File: config.mk
export PLATFORM = sky130hd
export DESIGN_NAME = receive_que_slot
export DESIGN_NICKNAME = d
export VERILOG_FILES = /design/src/rtl/receive_que_slot.sv
export SDC_FILE = /design/constraint.sdc
export NUM_CORES = 2
export LEC_CHECK = 0
export CAP_MARGIN = 20
export CORE_ASPECT_RATIO = 0.6
export CORE_MARGIN = 8
export CORE_UTILIZATION = 53
export CTS_CLUSTER_DIAMETER = 150
export CTS_CLUSTER_SIZE = 30
export DETAILED_ROUTE_END_ITERATION = 7
export PLACE_DENSITY = 0.69
export SKIP_CTS_REPAIR_TIMING = 1
export SYNTH_ARGS = -nofsm -noshare
export SYNTH_HDL_FRONTEND = slang
export SYNTH_SLANG_ARGS = --single-unit
File: constraint.sdc
create_clock -name clock -period 6.04 [get_ports clock]
set_clock_uncertainty 0.15 [all_clocks]
set_input_delay 0.906 -clock clock [delete_from_list [all_inputs] [get_ports clock]]
set_output_delay 0.906 -clock clock [all_outputs]
set_load 0.05 [all_outputs]
File: src/rtl/receive_que_slot.sv
// Per-port receive packet buffer: stores whole packets in a byte FIFO, commits on the last byte,
// and offers committed packets one at a time with a quiet gap after each so the handler times out cleanly.
module receive_que_slot #(
  parameter int DEPTH      = 256,
  parameter int GAP_CYCLES = 24
) (
  input  logic                     clock,
  input  logic                     reset_n,
  input  logic                     enable,
  input  logic [7:0]               rx_data,
  input  logic                     rx_data_valid,
  input  logic                     rx_data_last,
  output logic [7:0]               data,
  output logic                     data_enable,
  output logic                     push_enable,
  input  logic                     data_ready,
  output logic                     packet_dropped,
  output logic [$clog2(DEPTH):0]   packet_count
);
  localparam int AW = $clog2(DEPTH);
  localparam int PW = AW + 1;
  localparam int GW = $clog2(GAP_CYCLES + 1);

  typedef enum logic [1:0] {W_IDLE, W_RECV, W_DROP} w_state_t;
  typedef enum logic [1:0] {R_IDLE, R_SEND, R_GAP} r_state_t;

  logic [8:0]    mem [DEPTH];
  logic [PW-1:0] wr_ptr_reg, wr_ptr_next;
  logic [PW-1:0] commit_ptr_reg, commit_ptr_next;
  logic [PW-1:0] rd_ptr_reg, rd_ptr_next;
  logic [PW-1:0] count_reg, count_next;
  logic [GW-1:0] gap_reg, gap_next;
  w_state_t      w_state_reg, w_state_next;
  r_state_t      r_state_reg, r_state_next;
  logic          full, open_pkt, accept, overflow, commit, read_last;
  logic [8:0]    head;

  // full uses pre-cycle pointers, so a same-cycle read does not free space for this write
  assign full      = (wr_ptr_reg - rd_ptr_reg) == PW'(DEPTH);
  assign open_pkt  = (w_state_reg == W_RECV) || (w_state_reg == W_IDLE && enable);
  assign accept    = rx_data_valid && open_pkt && !full;
  assign overflow  = rx_data_valid && open_pkt && full;
  assign commit    = accept && rx_data_last;
  assign head      = mem[rd_ptr_reg[AW-1:0]];
  assign read_last = (r_state_reg == R_SEND) && data_ready && head[8];

  always_ff @(posedge clock) begin
    if (accept) mem[wr_ptr_reg[AW-1:0]] <= {rx_data_last, rx_data};
  end

  always_ff @(posedge clock or negedge reset_n) begin
    if (!reset_n) begin
      w_state_reg    <= W_IDLE;
      r_state_reg    <= R_IDLE;
      wr_ptr_reg     <= '0;
      commit_ptr_reg <= '0;
      rd_ptr_reg     <= '0;
      count_reg      <= '0;
      gap_reg        <= '0;
    end else begin
      w_state_reg    <= w_state_next;
      r_state_reg    <= r_state_next;
      wr_ptr_reg     <= wr_ptr_next;
      commit_ptr_reg <= commit_ptr_next;
      rd_ptr_reg     <= rd_ptr_next;
      count_reg      <= count_next;
      gap_reg        <= gap_next;
    end
  end

  always_comb begin
    w_state_next    = w_state_reg;
    wr_ptr_next     = wr_ptr_reg;
    commit_ptr_next = commit_ptr_reg;
    case (w_state_reg)
      W_IDLE, W_RECV: begin
        if (accept) begin
          wr_ptr_next = wr_ptr_reg + 1'b1;
          if (rx_data_last) begin
            commit_ptr_next = wr_ptr_reg + 1'b1;
            w_state_next    = W_IDLE;
          end else begin
            w_state_next = W_RECV;
          end
        end else if (overflow) begin
          // rewind over the partial packet; committed data stays untouched
          wr_ptr_next  = commit_ptr_reg;
          w_state_next = rx_data_last ? W_IDLE : W_DROP;
        end else if (w_state_reg == W_IDLE && rx_data_valid && !rx_data_last) begin
          // packet started while disabled: skip the rest of it silently
          w_state_next = W_DROP;
        end
      end
      W_DROP:  if (rx_data_valid && rx_data_last) w_state_next = W_IDLE;
      default: w_state_next = W_IDLE;
    endcase
  end

  always_comb begin
    r_state_next = r_state_reg;
    rd_ptr_next  = rd_ptr_reg;
    gap_next     = gap_reg;
    case (r_state_reg)
      R_IDLE: if (enable && count_reg != '0) r_state_next = R_SEND;
      R_SEND: begin
        if (data_ready) begin
          rd_ptr_next = rd_ptr_reg + 1'b1;
          if (head[8]) begin
            r_state_next = R_GAP;
            gap_next     = GW'(GAP_CYCLES);
          end
        end
      end
      R_GAP: begin
        gap_next = gap_reg - 1'b1;
        if (gap_reg == GW'(1)) r_state_next = R_IDLE;
      end
      default: r_state_next = R_IDLE;
    endcase
  end

  always_comb begin
    count_next = count_reg;
    if (commit && !read_last)      count_next = count_reg + 1'b1;
    else if (!commit && read_last) count_next = count_reg - 1'b1;
  end

  always_comb begin
    push_enable    = 1'b0;
    data_enable    = 1'b0;
    data           = 8'h00;
    packet_dropped = overflow;
    packet_count   = count_reg;
    case (r_state_reg)
      R_IDLE: push_enable = enable && (count_reg != '0);
      R_SEND: begin
        push_enable = 1'b1;
        data_enable = 1'b1;
        data        = head[7:0];
      end
      default: ;
    endcase
  end
endmodule

==> results.sh <==
export IMPL_outcome="finished with violations"
export IMPL_violations="negative setup slack"
export IMPL_avgSynthCellArea_um2=22.5
export IMPL_synthAdderAreaFrac=0.00334
export IMPL_synth_area_top_cells="edfxtp_1 75%, mux4_2 17%, nor3_1 1.3%, dfrtp_1 1.2%, mux2i_1 0.62%"
export IMPL_synth_seq_cells=2349
export IMPL_finalHoldViolations=0
export IMPL_setup_violations=1
export IMPL_crit_type="reg2out"
export IMPL_worst_slack_ns=-0.00404
export IMPL_clock_path_buffers=3
export IMPL_power_per_cell_area_nw_per_um2=398
export IMPL_start_kind="flip-flop"
export IMPL_vias_per_cell=6.79
export IMPL_final_cell_area_um2=100000
export IMPL_cp_end_kind="output pin"
export IMPL_synth_top_cell_area_share=0.751
export IMPL_ant_nets=0
export IMPL_critPathRequiredTime_ns=4.98
export IMPL_syn2layout_area_growth_pct=8.69
export IMPL_rsz0062_at_grt="false"
export IMPL_fmax_ghz=0.165
export IMPL_synth_xor_area_frac=0.00247
export IMPL_place_area_um2=97600
export IMPL_synth_simple_area_share=0.0254
export IMPL_synthTopCellsByCount="2304 x edfxtp_1, 699 x mux4_2, 233 x nor3_1"
export IMPL_dr_pass1_iters=6
export IMPL_synth_top_family_by_area="multiplexers"
export IMPL_nets=4419
export IMPL_n_antenna_cell=0
export IMPL_regArea_um2=70300
export IMPL_r2r_cells=20
export IMPL_coreArea_um2=173000
export IMPL_die_width_um=554
export IMPL_finalWeightedCongestion=0.907
export IMPL_num_vias=45500
export IMPL_synth_compound_area_share=0.0121
export IMPL_final_util=0.580
export IMPL_cp_max_fo=21
export IMPL_finalMaxSlewViolations=0
export IMPL_wl_per_cell_um=34.5
export IMPL_hold_path_class="in2async"
export IMPL_multi_input_area_um2=20600
export IMPL_grt_pass1_vias=43400
export IMPL_row_count=118
export IMPL_dp_cells=6565
export IMPL_cts_root_buffer="clkbuf_16"
export IMPL_vdd_drop_max_v=0.000303
export IMPL_grt_max_degree=168
export IMPL_largest_reg_flops=2304
export IMPL_cts_tree="yes"
export IMPL_htree_levels=3
export IMPL_synth_edf_count=2304
export IMPL_n_fill_cell=12200
export IMPL_synth_fp_nets=4139
export IMPL_worst_ep_arrival_time_ns=4.99
export IMPL_cts_buffers=88
export IMPL_routed_wl_um=231000
export IMPL_yosysTopAreaCell="edfxtp_1"
export IMPL_preCtsSetupSlack_ns=-0.231
export IMPL_drt_initial_drc_count=7093
export IMPL_grt_pass1_wl_um=330000
export IMPL_drive_above_1_share=0.288
export IMPL_die_h_um=339
export IMPL_maxSlewHeadroom=0.163
export IMPL_seq_area_frac_synth=0.763
export IMPL_dp_hpwl_um=145000
export IMPL_fin_crit_ns=6.04
export IMPL_initial_core_util=0.534
export IMPL_io_buffers=33
export IMPL_clock_latency_ns=0.75
export IMPL_clkTransAtPathRegs_ns=0.12
export IMPL_synthCells=4101
export IMPL_io_pins=34
export IMPL_ys_warn_count=0
export IMPL_antenna_found_initial=5
export IMPL_period_share=1.00
export IMPL_drv_cap=0
export IMPL_overflow=0
export IMPL_regToRegStartpoint="rd_ptr_reg[1]"
export IMPL_synth_area_mux_share=0.179
export IMPL_drc=0
export IMPL_yosysMostFrequentCell="edfxtp_1"
export IMPL_synth_ff_type="edfxtp_1"
export IMPL_die_area_um2=188000
export IMPL_synthArstFlopShare=0.0192
export IMPL_r2r_end="packet_count[8]"
export IMPL_worst_pin_slew_ns=1.24
export IMPL_p_leak_nw=30.7
export IMPL_grt_usage=0.242
export IMPL_whs_ns=0.140
export IMPL_ys_types=61
export IMPL_r2r_setup_slack_ns=0.28
export IMPL_clkSinkCount=2349
export IMPL_synth_area_um2=92100
export IMPL_fin_cells=6697
## layer usage
metal	share of wire	vias up	GRT usage
met2	0.42	2895	0.333
met4	0.021	0	0.0465
met1	0.42	24500	0.391
li1	-	17800	-
met3	0.13	268	0.0657
met5	0	-	0
## worst max-delay path by stage
| stage | from | to | slack [ns] |
|---|---|---|---|
| 6_report | rd_ptr_reg[0] | data[7] | -0.004 |
| 5_1_grt | rd_ptr_reg[0] | data[3] | 0.007 |
| 4_1_cts | rd_ptr_reg[0] | data[3] | -0.38 |
| 3_5_place_dp | rd_ptr_reg[0] | packet_count[8] | -0.23 |
| 3_3_place_gp | rd_ptr_reg[0] | packet_count[8] | -0.17 |
| 2_1_floorplan | rd_ptr_reg[2] | packet_count[8] | 0.36 |
## power by group
| part | internal [W] | switching, W |
|---|---|---|
| logic | 0.00606 | 0.00797 |
| clock network | 0.00277 | 0.00466 |
| registers | 0.0181 | 0.000259 |
## cell families (layout without fill, tap and decap cells)
group           count (synthesis)  after routing
buf+inv                       278            594
compound gates                156            156
mux                           769            769
fa+ha+maj                      24             24
simple gates                  499            499
flops                        2349           2349
xor+xnor                       26             26
## worst max-delay path, cell delays in order (launching register included)
cell and delay [ns]:
dfrtp_4 0.57, buf_12 0.23, buf_12 0.27, buf_4 0.43
mux4_2 0.60, mux4_2 0.52, mux4_2 0.58, a22oi_1 0.50
nand2_1 0.22, buf_4 0.25
## cell type report
cell class,count,share of cell area
Multi-Input combinational cell,1474,0.205
Timing Repair Buffer,443,0.0385
Clock buffer,125,0.0236
Tap cell,2280,0.0285
Clock inverter,1,0.000300
Sequential cell,2349,0.703
Inverter,25,0.00101
## cell usage in the layout (no fill, tap or decap), drive strengths merged, types with 13 or more instances in the layout
cell	instances
nand2	116
clkdlybuf4s50	14
mux2i	57
dfrtp	45
buf	418
mux2	13
nor2b	15
nor2	73
nor3	233
clkbuf	135
a22oi	29
mux4	699
ha	23
inv	24
nand3	23
xnor2	21
o21ai	23
edfxtp	2304
a21oi	23
## metrics by stage
stage / TNS [ns] / total power, W
after CTS: -2.34 / 0.0397
after detailed placement: -0.367 / 0.0325
after floorplan: 0 / 0.0273
after global placement: -0.282 / 0.0324
after global routing: 0 / 0.0409
final: -0.00404 / 0.0398
Power figures use the tool's default switching activity.
